File: config.mk
export PLATFORM = sky130hd
export DESIGN_NAME = uart_tx_arb
export DESIGN_NICKNAME = d
export VERILOG_FILES = /design/src/rtl/uart_tx_arb.sv
export SDC_FILE = /design/constraint.sdc
export NUM_CORES = 1
export LEC_CHECK = 0
export BUFFER_PORTS_ARGS = -buffer_cell sky130_fd_sc_hd__buf_2
export CAP_MARGIN = 20
export CORE_ASPECT_RATIO = 0.8
export CORE_MARGIN = 10
export CORE_UTILIZATION = 50
export CTS_BUF_LIST = sky130_fd_sc_hd__clkbuf_4
export CTS_CLUSTER_DIAMETER = 100
export DETAILED_ROUTE_END_ITERATION = 16
export PLACE_DENSITY = 0.77
export SYNTH_ARGS = -nofsm -noshare
export SYNTH_HDL_FRONTEND = slang
export SYNTH_SLANG_ARGS = --single-unit
File: constraint.sdc
create_clock -name inp_clk -period 2.2 [get_ports inp_clk]
set_clock_uncertainty 0.2 [all_clocks]
set_input_delay 0.22 -clock inp_clk [delete_from_list [all_inputs] [get_ports inp_clk]]
set_output_delay 0.22 -clock inp_clk [all_outputs]
set_load 0.05 [all_outputs]
File: src/rtl/uart_tx_arb.sv
// Two-requester UART transmitter: round-robin grant in IDLE, then one 8N1/8E1
// frame on tx, with bit timing from a baud-enable counter on inp_clk.
module uart_tx_arb #(
  parameter int CLKS_PER_BIT = 8,
  parameter bit PARITY_EN    = 1'b0
) (
  input  logic       inp_clk,
  input  logic       rst,
  input  logic       req0_valid,
  input  logic [7:0] req0_data,
  output logic       req0_ready,
  input  logic       req1_valid,
  input  logic [7:0] req1_data,
  output logic       req1_ready,
  output logic       tx,
  output logic       busy,
  output logic       grant_id,
  output logic [2:0] o_dbg_state
);

  localparam int CW = (CLKS_PER_BIT > 2) ? $clog2(CLKS_PER_BIT) : 1;
  localparam logic [CW-1:0] BAUD_LAST = CW'(CLKS_PER_BIT - 1);

  typedef enum logic [2:0] {
    S_IDLE   = 3'd0,
    S_START  = 3'd1,
    S_DATA   = 3'd2,
    S_PARITY = 3'd3,
    S_STOP   = 3'd4
  } state_t;

  state_t        r_state, w_nxt_state;
  logic [CW-1:0] r_baud, w_nxt_baud;
  logic [2:0]    r_bit, w_nxt_bit;
  logic [7:0]    r_shift, w_nxt_shift;
  logic          r_par, w_nxt_par;
  logic          r_rr, w_nxt_rr;
  logic          r_tx, w_nxt_tx;
  logic          r_busy, w_nxt_busy;
  logic          r_gid, w_nxt_gid;

  logic          w_idle, w_any, w_sel, w_bit_end;
  logic [7:0]    w_sel_data;

  // Handshake: a byte moves on a rising edge where valid && ready. Ready is a
  // combinational grant, only ever raised in IDLE, never while rst is high.
  assign w_idle     = (r_state == S_IDLE);
  assign w_any      = req0_valid | req1_valid;
  assign w_sel      = (req0_valid & req1_valid) ? r_rr : req1_valid;
  assign w_sel_data = w_sel ? req1_data : req0_data;
  assign w_bit_end  = (r_baud == BAUD_LAST);

  assign req0_ready  = w_idle & ~rst & w_any & ~w_sel;
  assign req1_ready  = w_idle & ~rst & w_any & w_sel;
  assign tx          = r_tx;
  assign busy        = r_busy;
  assign grant_id    = r_gid;
  assign o_dbg_state = r_state;

  always_comb begin
    w_nxt_state = r_state;
    w_nxt_baud  = w_bit_end ? '0 : r_baud + 1'b1;
    w_nxt_bit   = r_bit;
    w_nxt_shift = r_shift;
    w_nxt_par   = r_par;
    w_nxt_rr    = r_rr;
    w_nxt_tx    = r_tx;
    w_nxt_busy  = r_busy;
    w_nxt_gid   = r_gid;
    case (r_state)
      S_IDLE: begin
        w_nxt_baud = '0;
        if (w_any) begin
          w_nxt_state = S_START;
          w_nxt_shift = w_sel_data;
          w_nxt_gid   = w_sel;
          w_nxt_rr    = ~w_sel;
          w_nxt_tx    = 1'b0;
          w_nxt_busy  = 1'b1;
          w_nxt_par   = 1'b0;
          w_nxt_bit   = 3'd0;
        end
      end
      S_START: begin
        if (w_bit_end) begin
          w_nxt_state = S_DATA;
          w_nxt_tx    = r_shift[0];
          w_nxt_bit   = 3'd0;
        end
      end
      S_DATA: begin
        // r_shift[0] is the bit currently on the line; fold it into parity as it ends.
        if (w_bit_end) begin
          w_nxt_par = r_par ^ r_shift[0];
          if (r_bit == 3'd7) begin
            if (PARITY_EN) begin
              w_nxt_state = S_PARITY;
              w_nxt_tx    = r_par ^ r_shift[0];
            end else begin
              w_nxt_state = S_STOP;
              w_nxt_tx    = 1'b1;
            end
          end else begin
            w_nxt_shift = {1'b0, r_shift[7:1]};
            w_nxt_tx    = r_shift[1];
            w_nxt_bit   = r_bit + 3'd1;
          end
        end
      end
      S_PARITY: begin
        if (w_bit_end) begin
          w_nxt_state = S_STOP;
          w_nxt_tx    = 1'b1;
        end
      end
      S_STOP: begin
        if (w_bit_end) begin
          w_nxt_state = S_IDLE;
          w_nxt_tx    = 1'b1;
          w_nxt_busy  = 1'b0;
        end
      end
      default: begin
        w_nxt_state = S_IDLE;
        w_nxt_tx    = 1'b1;
        w_nxt_busy  = 1'b0;
      end
    endcase
  end

  always_ff @(posedge inp_clk or posedge rst) begin
    if (rst) begin
      r_state <= S_IDLE;
      r_baud  <= '0;
      r_bit   <= 3'd0;
      r_shift <= 8'd0;
      r_par   <= 1'b0;
      r_rr    <= 1'b0;
      r_tx    <= 1'b1;
      r_busy  <= 1'b0;
      r_gid   <= 1'b0;
    end else begin
      r_state <= w_nxt_state;
      r_baud  <= w_nxt_baud;
      r_bit   <= w_nxt_bit;
      r_shift <= w_nxt_shift;
      r_par   <= w_nxt_par;
      r_rr    <= w_nxt_rr;
      r_tx    <= w_nxt_tx;
      r_busy  <= w_nxt_busy;
      r_gid   <= w_nxt_gid;
    end
  end

endmodule

==> results by group <==
Die
  • Die width: 76.2 um
  • Initial Utilization: 52.2%
  • Die area: 4950 sq um
  • Die height: 65.0 um
  • CORE AREA: 2420 sq um
  • Rows: 16
  • IO Pins: 28

Drt
  • Initial DRC Count: 47
  • Remaining DRCs: 0
  • Final wirelength: 2950 um
  • DRT antenna net count: 0
  • WL/cell: 15.6 um
  • Post-detailed-route via-to-cell ratio: 5.55
  • Vias after detailed routing: 1,049
  • First-pass DRT Iterations: 5

Setup path
  • Crit path top cell by count: ha_1
  • Cell family with most CP delay: compound AO/OA/AOI/OAI gates
  • WP buf/inv: 0
  • Critical Path, Cell by Cell: ha_1 -> ha_1 -> a2111oi_4 -> a21boi_4 -> a2bb2oi_1
  • Worst Path Arrival: 2.08 ns
  • WP data required: 2.23 ns
  • CP Capture Type: register
  • Critical Path Stages: 5
  • FF-to-FF path depth: 5
  • Startpoint types: register
  • CP Max Fanout: 8
  • Worst reg2reg setup slack: 0.15 ns
  • Kind of critical path: reg -> reg
  • Crit-path slowest cell: dfrtp_1
  • Crit path largest cell delay: 0.40 ns

Clocking
  • Clock transition at path regs: 0.11 ns
  • CTS sink cnt: 21
  • Bufs on Longest Clock Path: 2
  • CTS Buf Count: 3
  • CTS tree: yes
  • CTS H-tree lvls: 1
  • Setup repair bufs after CTS: 0
  • Worst skew pair latency: 0.30 ns
  • CTS root buf: clkbuf_4

Cells and area
  • Ant. Diodes: 0
  • Most common cell after layout, fill and taps aside: buf_2
  • Final Cell Area: 1530 sq um
  • Layout area overhead: 21.0%
  • Highest-count cells in the layout ignoring fill and taps: buf_2, dfrtp_1, nor2_1
  • NumNets Final: 180
  • Filler instances: 203
  • Ratio of cells with drive above 1 in the final layout: 35.3%

STA
  • Fmax: 489 MHz
  • Period Utilization, post-route: 93.0%
  • Final setup fails: 0
  • Setup TNS: 0 ns
  • Max Transition Viols Final: 0
  • RSZ-0062 raised after global routing: false
  • Tmin final: 2.05 ns
  • Final Hold Vio Count: 0
  • Worst slew pin tran: 0.366 ns
  • Normalized max-slew margin: 75.5%

Synthesis
  • Synth Warn #: 0
  • Post-Syn Nets: 147
  • Synthesized flop and latch total: 21
  • Post-synthesis cell count: 121
  • Count of cell types in the netlist: 37
  • Syn Area/Cell: 10.4 sq um
  • Seq/Total Area, Yosys: 41.7%
  • Synthesized area: 1260 sq um

GRT
  • First-pass GRT wire length: 5000 um
  • Gr ovfl total: 0
  • Total track usage: 11.9%
  • Number of global-route vias before repair: 1,094
  • Initial antenna violation count: 0
  • Largest net degree at the start of global routing: 22

Placement
  • PortBufs: 27
  • DP HPWL: 2270 um
  • DP Area: 1480 sq um
  • GP Congestion: 0.790

Pwr
  • Power Density: 442 nW/um^2
  • Worst VDD drop: 0.308 mV
  • Total power: 676 uW
  • Lkg Pwr: 0.717 nW

Outcome
  • Status: finished, final reports clean

Min path
  • Hold Crit Class: in -> reg
  • Hold-critical path depth: 3

Run
  • Max-Cap Viols: 0
state kept, by name (all words and copies together) (netlist names):
register and flops:
r_shift 8, busy 1, o_dbg_state 3, tx 1, r_rr 1, r_baud 3, r_bit 3, grant_id 1
cells by family (layout without fill, tap and decap cells):
logic type	Yosys count	in the layout	synth area share, %
simple gates	32	32	14.1
buf+inv	12	44	4.36
mux	6	6	5.15
compound gates	44	44	28.8
fa+ha+maj	6	6	5.94
flops	21	21	41.7
timing repair:
action | 4_1_cts | 5_1_grt
hold endpoints to repair | 20 | 0
hold buffers | 1 | 0
gates resized for setup | 1 | 2
setup endpoints to repair | 1 | 2
worst reg2reg max path, cell delays in order, from the launching register on:
cell       delay (ns)
dfrtp_1          0.40
ha_1             0.23
ha_1             0.23
a2111oi_4        0.37
a21boi_4         0.34
a2bb2oi_1        0.19
power breakdown:
| part | total [mW] | leakage, nW | switching, mW | internal (mW) |
|---|---|---|---|---|
| clock | 0.202 | 0.0184 | 0.119 | 0.0831 |
| sequential | 0.399 | 0.257 | 0.00484 | 0.394 |
| combinational | 0.0743 | 0.442 | 0.0436 | 0.0307 |
| total | 0.676 | 0.717 | 0.168 | 0.508 |
through the flow:
step | hold slack, ns | worst slack, ns | instances | utilization, %
floorplan | 0.000888 | 0.0185 | 121 | -
global placement | 0.101 | 0.254 | 184 | 61.0
detailed placement | 0.120 | 0.170 | 184 | 61.0
CTS | 0.0939 | 0.0599 | 189 | 62.8
global route | 0.0997 | 0.0772 | 189 | 63.1
finish | 0.0811 | 0.153 | 189 | 63.1
layout make-up:
| type | count | area (sq um) | share of cell area, % |
|---|---|---|---|
| flip-flops and latches | 21 | 529 | 34.6 |
| well taps | 36 | 45.0 | 2.95 |
| repair buffers | 36 | 208 | 13.6 |
| clock buffers | 4 | 30.0 | 1.96 |
| multi-input cells | 88 | 702 | 45.9 |
| inverters | 4 | 15.0 | 0.982 |
cell usage after synthesis (all sizes together):
cell     number  area, sq um
a2111oi       1         27.5
a21boi        8         71.3
a21o          1         7.51
a21oi         4         20.0
a22o          2         17.5
a2bb2oi       7         61.3
a31o          7         61.3
and2          1         6.26
and3          1         6.26
buf           3         21.3
clkbuf        5         18.8
dfrtp        20          500
dfstp         1         26.3
ha            6         75.1
inv           4         15.0
mux2          4         45.0
mux2i         2         20.0
nand2         7         28.8
nand2b        2         12.5
nor2         11         43.8
nor2b         2         12.5
nor3          5         35.0
nor3b         2         26.3
o21ai         2         10.0
o21bai        1         7.51
o22a          1         8.76
o22ai         7         43.8
o32a          1         10.0
o32ai         2         17.5
or2           1         6.26
metal layers:
| metal | track usage [%] | vias to the layer above | routed length (um) |
|---|---|---|---|
| met4 | 2.78 | 0 | 18 |
| li1 | - | 514 | - |
| met3 | 3.99 | 2 | 141 |
| met1 | 13.5 | 511 | 1330 |
| met2 | 21.2 | 22 | 1460 |
| met5 | 0 | - | 0 |
worst paths after layout:
path / start / to
max in group asynchronous: rst / tx$_DFFE_PP1P_
worst min register to register: r_baud[0]$_DFF_PP0_ / r_baud[0]$_DFF_PP0_
worst min-delay path: req0_data[7] / r_shift[7]$_DFFE_PP0P_
worst max-delay path: r_bit[0]$_DFFE_PP0P_ / r_shift[1]$_DFFE_PP0P_
min in group asynchronous: rst / grant_id$_DFFE_PP0P_
worst max register to register: r_bit[0]$_DFFE_PP0P_ / r_shift[1]$_DFFE_PP0P_
(Power assumes the default switching activity.)
